<file path="src/rtl/text_word_counter.sv">
// -----------------------------------------------------------------------------
// text_word_counter
//
// Streaming keyword counter for SD-card text dumps. One byte per clock is
// taken from the SD/SRAM read path. The block hunts for START_TAG, then counts
// whole-word hits of up to NUM_WORDS programmable words until END_TAG is seen.
// A word is a run of bytes with a delimiter (space, LF, CR, TAB) on both sides.
// The first character of a word compares case-insensitively.
//
// Build option:
//   CASE_FOLD_EN  when defined, every compared character is folded A-Z -> a-z.
//                 The tags are always matched exactly.
//
// Ports:
//   clk              system clock
//   reset_n          synchronous, active-low reset
//   i_clear          synchronous restart that keeps the word configuration;
//                    takes priority over a byte in the same cycle
//   i_byte_valid     i_byte_data holds a byte; it is always consumed
//   i_byte_data      stream byte
//   i_cfg_we         word-slot write strobe (only acted on in HUNT or DONE)
//   i_cfg_idx        slot index; values >= NUM_WORDS are ignored
//   i_cfg_word       word bytes; the first char sits in the top byte of the used length
//   i_cfg_len        word length; 0 disables the slot, > MAX_LEN is clamped
//   o_state          0 = HUNT, 1 = COUNT, 2 = DONE
//   o_tag_found      start tag seen
//   o_end_found      end tag seen
//   o_done           one-cycle pulse on COUNT -> DONE
//   o_counts         slot i count at [i*CNT_W +: CNT_W], saturating
//   o_bytes_scanned  bytes accepted in HUNT and COUNT, saturating
// -----------------------------------------------------------------------------
module text_word_counter #(
   parameter int          NUM_WORDS = 4,
   parameter int          MAX_LEN   = 8,
   parameter int          CNT_W     = 8,
   parameter logic [63:0] START_TAG = "DLAB_TAG",
   parameter logic [63:0] END_TAG   = "DLAB_END"
) (
   input  logic                       clk,
   input  logic                       reset_n,
   input  logic                       i_clear,
   input  logic                       i_byte_valid,
   input  logic [7:0]                 i_byte_data,
   input  logic                       i_cfg_we,
   input  logic [2:0]                 i_cfg_idx,
   input  logic [8*MAX_LEN-1:0]       i_cfg_word,
   input  logic [3:0]                 i_cfg_len,
   output logic [1:0]                 o_state,
   output logic                       o_tag_found,
   output logic                       o_end_found,
   output logic                       o_done,
   output logic [NUM_WORDS*CNT_W-1:0] o_counts,
   output logic [31:0]                o_bytes_scanned
);

   // The match window is MAX_LEN word bytes plus a delimiter on each side.
   localparam int WIN    = MAX_LEN + 2;
   localparam int WORD_W = 8 * MAX_LEN;

`ifdef CASE_FOLD_EN
   localparam bit FOLD_ALL = 1'b1;
`else
   localparam bit FOLD_ALL = 1'b0;
`endif

   typedef enum logic [1:0] {
      ST_HUNT  = 2'd0,
      ST_COUNT = 2'd1,
      ST_DONE  = 2'd2
   } state_t;

   // ---------------------------------------------------------------------------
   // Registers
   // ---------------------------------------------------------------------------
   state_t            r_state;
   logic              r_tag_found;
   logic              r_end_found;
   logic              r_done;
   // Only the 7 previous bytes are stored; the incoming byte completes the tag.
   logic [55:0]       r_tag;
   // Previous MAX_LEN+1 bytes; the incoming byte is window position 0.
   logic [7:0]        r_win [WIN-1];
   logic [CNT_W-1:0]  r_cnt [NUM_WORDS];
   logic [31:0]       r_bytes;
   logic [WORD_W-1:0] r_word [NUM_WORDS];
   logic [3:0]        r_len [NUM_WORDS];

   // ---------------------------------------------------------------------------
   // Combinational next values
   // ---------------------------------------------------------------------------
   logic [63:0]          w_tag_next;
   logic [7:0]           w_win_next [WIN];
   logic [NUM_WORDS-1:0] w_match;
   logic [3:0]           w_cfg_len;
   logic                 w_cfg_wr;

   function automatic logic is_delim(input logic [7:0] c);
      return (c == 8'h20) || (c == 8'h0A) || (c == 8'h0D) || (c == 8'h09);
   endfunction

   function automatic logic [7:0] fold(input logic [7:0] c);
      return ((c >= 8'h41) && (c <= 8'h5A)) ? (c | 8'h20) : c;
   endfunction

   function automatic logic char_eq(input logic [7:0] a, input logic [7:0] b,
                                    input logic first);
      return (first || FOLD_ALL) ? (fold(a) == fold(b)) : (a == b);
   endfunction

   // Window and tag as they look once the incoming byte is included, so a
   // word or tag closed by this byte is recognised in the same cycle.
   always_comb begin
      // NOTE: every output of a combinational block is given a value on every
      // path (here unconditionally) so no latch can be inferred.
      w_tag_next    = {r_tag, i_byte_data};
      w_win_next[0] = i_byte_data;
      for (int k = 1; k < WIN; k++) begin
         w_win_next[k] = r_win[k-1];
      end
   end

   // Slot i of length L hits when w[0] and w[L+1] are delimiters and
   // w[L:1] spells the word, w[L] being its first character.
   always_comb begin
      logic       ok;
      logic [7:0] lead;
      w_match = '0;
      for (int i = 0; i < NUM_WORDS; i++) begin
         lead = 8'h00;
         for (int k = 2; k < WIN; k++) begin
            if (k == int'(r_len[i]) + 1) lead = w_win_next[k];
         end
         ok = (r_len[i] != 4'd0) && is_delim(w_win_next[0]) && is_delim(lead);
         for (int j = 0; j < MAX_LEN; j++) begin
            if (j < int'(r_len[i])) begin
               ok = ok && char_eq(w_win_next[j+1], r_word[i][8*j +: 8],
                                  j == int'(r_len[i]) - 1);
            end
         end
         w_match[i] = ok;
      end
   end

   assign w_cfg_len = (i_cfg_len > 4'(MAX_LEN)) ? 4'(MAX_LEN) : i_cfg_len;
   assign w_cfg_wr  = i_cfg_we && (r_state != ST_COUNT) &&
                      (int'(i_cfg_idx) < NUM_WORDS);

   // ---------------------------------------------------------------------------
   // Word configuration: survives i_clear, only reset_n restores the default.
   // ---------------------------------------------------------------------------
   always_ff @(posedge clk) begin
      if (!reset_n) begin
         // NOTE: the slot arrays are reset on purpose so slot 0 wakes up as
         // "the"; storage arrays are otherwise best left without reset.
         for (int i = 0; i < NUM_WORDS; i++) begin
            r_word[i] <= '0;
            r_len[i]  <= 4'd0;
         end
         r_word[0] <= WORD_W'(24'h746865);
         r_len[0]  <= 4'd3;
      end else if (w_cfg_wr) begin
         r_word[i_cfg_idx] <= i_cfg_word;
         r_len[i_cfg_idx]  <= w_cfg_len;
      end
   end

   // ---------------------------------------------------------------------------
   // Scanner FSM with its registered outputs
   // ---------------------------------------------------------------------------
   always_ff @(posedge clk) begin
      if (!reset_n || i_clear) begin
         // NOTE: sequential state uses non-blocking assignments so every
         // register samples pre-edge values regardless of statement order.
         r_state     <= ST_HUNT;
         r_tag_found <= 1'b0;
         r_end_found <= 1'b0;
         r_done      <= 1'b0;
         r_tag       <= '0;
         r_bytes     <= '0;
         for (int k = 0; k < WIN-1; k++) r_win[k] <= 8'h00;
         for (int i = 0; i < NUM_WORDS; i++) r_cnt[i] <= '0;
      end else begin
         r_done <= 1'b0;
         if (i_byte_valid && (r_state != ST_DONE)) begin
            if (r_bytes != '1) r_bytes <= r_bytes + 32'd1;
            case (r_state)
               ST_HUNT: begin
                  if (w_tag_next == START_TAG) begin
                     r_state     <= ST_COUNT;
                     r_tag_found <= 1'b1;
                     r_tag       <= '0;
                     for (int k = 0; k < WIN-1; k++) r_win[k] <= 8'h00;
                  end else begin
                     r_tag <= w_tag_next[55:0];
                  end
               end
               ST_COUNT: begin
                  // The end tag ends in a letter, so the closing byte never
                  // completes a word and counting can simply stop here.
                  if (w_tag_next == END_TAG) begin
                     r_state     <= ST_DONE;
                     r_end_found <= 1'b1;
                     r_done      <= 1'b1;
                  end else begin
                     r_tag <= w_tag_next[55:0];
                     for (int k = 0; k < WIN-1; k++) r_win[k] <= w_win_next[k];
                     for (int i = 0; i < NUM_WORDS; i++) begin
                        if (w_match[i] && (r_cnt[i] != '1)) begin
                           r_cnt[i] <= r_cnt[i] + CNT_W'(1);
                        end
                     end
                  end
               end
               default: ;
            endcase
         end
      end
   end

   // ---------------------------------------------------------------------------
   // Outputs
   // ---------------------------------------------------------------------------
   assign o_state         = r_state;
   assign o_tag_found     = r_tag_found;
   assign o_end_found     = r_end_found;
   assign o_done          = r_done;
   assign o_bytes_scanned = r_bytes;

   for (genvar g = 0; g < NUM_WORDS; g++) begin : g_counts
      assign o_counts[g*CNT_W +: CNT_W] = r_cnt[g];
   end

endmodule

</file>
<file path="config.mk">
export PLATFORM = sky130hd
export DESIGN_NAME = text_word_counter
export DESIGN_NICKNAME = d
export VERILOG_FILES = /design/src/rtl/text_word_counter.sv
export SDC_FILE = /design/constraint.sdc
export NUM_CORES = 1
export LEC_CHECK = 0
export BUFFER_PORTS_ARGS = -buffer_cell sky130_fd_sc_hd__buf_2
export CORE_UTILIZATION = 30
export CTS_BUF_LIST = sky130_fd_sc_hd__clkbuf_8 sky130_fd_sc_hd__clkbuf_16
export CTS_CLUSTER_SIZE = 16
export DETAILED_ROUTE_END_ITERATION = 6
export HOLD_SLACK_MARGIN = 0.05
export REMOVE_ABC_BUFFERS = 1
export SETUP_SLACK_MARGIN = 0.1
export SYNTH_ARGS = -nofsm -noshare
export SYNTH_HDL_FRONTEND = slang
export SYNTH_SLANG_ARGS = --single-unit
</file>
<file path="constraint.sdc">
create_clock -name clk -period 13.2 [get_ports clk]
set_clock_uncertainty 0.05 [all_clocks]
set_input_delay 0 -clock clk [delete_from_list [all_inputs] [get_ports clk]]
set_output_delay 0 -clock clk [all_outputs]
set_load 0.005 [all_outputs]
</file>
==> impl_results.md <==
* Synth Instances at 2755
* Max VDD drop at 92.8 uV
* Ranking of synthesized cells by area: edfxtp_1 35%, dfxtp_1 12%, and2_1 6.5%, xor2_1 5.8%, nand2_1 4.9%
* EDFF count, synth at 308
* Pleak at ~11 nW
* Buffer depth of the longest clock path at 3
* Crit path kind: reg2reg
* Fraction of the yosys area taken by sequential cells at a little under half
* DP Wirelength at 59400 um
* Routability cong. at 0.994
* Initial antenna violation count at 2
* WL/cell at 20.9 um
* Synth Cell Area at 26400 um2
* Drt initial violations at about 2300
* Relative slew margins at roughly 19%
* RSZ-0062 raised after global routing: no
* Die footprint at 89200 um2
* Final worst path period need at around 4.5 ns
* Clk sinks at around 470
* Ys flop type: edfxtp_1
* # setup viols final at 0
* Post-CTS Setup Bufs at 0
* Combinational family with the most area after synthesis: simple AND/OR/NAND/NOR gates
* Post-route design area at about 31000 um2
* Hold/Removal Path Class: in2reg
* Fraction of registers with async set/reset at 0%
* Total number of vias at 21337
* Max Fclk at 224 MHz
* Simple-gate portion of the synthesized area at 24.2%
* Top cell type's share of synthesized area at 35.0%
* Synth Area in Compound Gates at about an eighth
* Synth Area in Adders at 0.237%
* Layout cells sized above 1 at 11.6%
* Pin count of the biggest net entering global routing at 100
* Final hold vios at 0
* H-tree lvl count at 2
* Startpoint types: flip-flop
* CTS tree: built
* # rows at 108
* Yosys top cell by area: edfxtp_1
* Crit path capture type: flip-flop
* Grt total ovfl at 0
* Die Y-Extent at 299 um
* Status: complete, no violations
* Mean Syn Cell Area at 9.58 um2
* Post-layout nets at 2983
* XOR/XNOR Fraction of Synth Area at 10.5%
* Via/cell ratio at roughly 5.2
* Synthesis-to-layout area growth at 16.7%
* First-pass GRT wire length at 129000 um
* CP Max Fanout at 23
* Iteration count of the initial detailed-routing pass at 6
* Root Buffer: clkbuf_16
* Cell Area, Placed at 28000 um2
* Crit path arrival time at 4.66 ns
* Tot GR Track Use at a little under a fifth
* Remaining antenna violation count at 0
* Slew @ Worst Pin at between 1 and 1.5 ns
* Post-synth cell types at 97
* Yosys synthesis warning count at 0
* Mux cell area share after synthesis at 1.73%
* Initial Util at between 30% and 40%
* Worst-path clk slew at 0.06 ns
* N_diodes at 0
* Max-slew violation count at 0
* Pwr Density at 115 nW/um2
* Die X-Extent at 299 um
* Tcrit/Tclk final at 33.9%
* Setup TNS at 0 ns
* Port bufs at 152
* Vias in the first global route at 20408
* Area of the core at a little under 90000 um2
* Number of synthesized register bits at 469
* Io pins at around 150
* CTS Buf Count at 53
* Max_cap viols at 0
* Worst path required time at 13.39 ns
* DRC Markers at 0
* Routed wire length at 85700 um
* Worst skew pair latency at 0.64 ns
-- routing by layer --
| metal | global-route usage (%) | up-vias | part of all wire, % |
|---|---|---|---|
| met5 | 0 | - | 0.012 |
| met4 | 6.37 | 2 | 3.1 |
| met3 | 2.83 | 161 | 6.3 |
| met2 | 31.0 | 711 | 47 |
| met1 | 25.0 | 10350 | 43 |
| li1 | - | 10113 | - |
-- cell usage in the layout (no fill, tap or decap), types with 13 or more instances in the layout --
| master | instances |
|---|---|
| inv_1 | 66 |
| and3_1 | 14 |
| o211ai_1 | 17 |
| xor2_1 | 174 |
| or4_1 | 33 |
| nand3_1 | 82 |
| a31oi_1 | 25 |
| and2_1 | 275 |
| o22a_1 | 15 |
| nand4_1 | 52 |
| nor3_1 | 59 |
| nor2b_1 | 18 |
| nand2b_1 | 33 |
| buf_2 | 152 |
| nand2_1 | 344 |
| a21oi_1 | 201 |
| dfxtp_1 | 161 |
| mux2_2 | 24 |
| or3_1 | 13 |
| or2_2 | 19 |
| xnor2_1 | 143 |
| dlygate4sd3_1 | 94 |
| o21ai_0 | 45 |
| clkbuf_16 | 54 |
| nor4_1 | 52 |
| buf_4 | 28 |
| a22oi_1 | 15 |
| o22ai_1 | 21 |
| nor2_1 | 128 |
| edfxtp_1 | 308 |
-- report_power, final --
part	total, mW	internal (mW)	switching (mW)	leakage [nW]
Clock	1.53	0.893	0.637	0.949
Sequential	1.70	1.61	0.0858	4.63
Combinational	0.320	0.132	0.188	5.58
Total	3.55	2.64	0.911	11.2
-- critical path: stages (launching register included) --
cell	delay, ns
edfxtp_1	0.96
nor2b_1	0.74
a221oi_1	0.21
o31a_1	0.31
a221o_1	0.36
nor4bb_1	0.29
a211o_1	0.16
nand4_1	0.13
o21ai_0	0.85
-- synth_stat cells, drive strengths merged (8+ instances only) --
master,n
a21oi,203
a221oi,11
a22oi,15
a2bb2oi,12
a31oi,25
a32oi,8
and2,276
and3,14
and4b,9
buf,49
clkbuf,140
dfxtp,161
edfxtp,308
inv,52
mux2,24
mux2i,12
nand2,346
nand2b,34
nand3,82
nand4,52
nor2,130
nor2b,18
nor3,60
nor3b,14
nor4,52
nor4b,16
o211ai,18
o21ai,47
o221ai,10
o22a,15
o22ai,21
or2,20
or3,15
or4,33
xnor2,143
xor2,174
-- registers in the layout (all words and copies together), names as in the netlist --
register         cells
r_win               72
o_tag_found          1
o_end_found          1
r_len               16
o_bytes_scanned     32
r_cnt               32
r_word             256
o_done               1
r_tag               56
o_state              2
-- stage by stage --
step                setup WS (ns)  utilization, %  instances  power [mW]  hold WS, ns
finish                       8.73            35.4       4094        3.55        0.137
global route                 8.56            35.4       4094        3.66        0.144
CTS                          8.79            35.4       4094        3.57        0.115
detailed placement           8.83            32.2       3900        2.02        0.213
global placement             8.94            32.2       3900        2.02        0.198
floorplan                    5.98               -       2565        1.88       0.0218
-- path summary, 6_finish.rpt --
check,startpoint,slack [ns],cells past startpoint,endpoint
setup / recovery,r_len[2][0],8.73,8,r_cnt[2][2]
hold / removal,i_byte_valid,0.14,4,o_state[1]
setup reg to reg,r_len[2][0],8.73,8,r_cnt[2][2]
hold reg to reg,r_tag[50],0.40,2,r_tag[50]
-- logic make-up (layout without fill, tap and decap cells) --
| family | Yosys count | count (layout) |
|---|---|---|
| and+or+nand+nor | 1199 | 1199 |
| AOI/OAI and AO/OA | 484 | 484 |
| DFF | 469 | 469 |
| xor gates and xnor gates | 317 | 317 |
| buffers and inverters | 242 | 426 |
| muxes | 39 | 39 |
| adders and majority gates | 5 | 5 |
-- area by class of cell --
class	instances	area (um2)
Fill cell	8855	56200
Sequential cell	469	12500
Multi-Input combinational cell	2044	13000
Timing Repair Buffer	274	1910
Clock buffer	59	1420
Tap cell	1155	1450
Clock inverter	41	407
Inverter	52	195
-- repair_timing --
item                      in CTS  in global routing
hold endpoints to repair     318                  0
resized for setup              0                  0
hold buffers                  94                  0
Note: power is estimated with default switching activity, not from simulation.
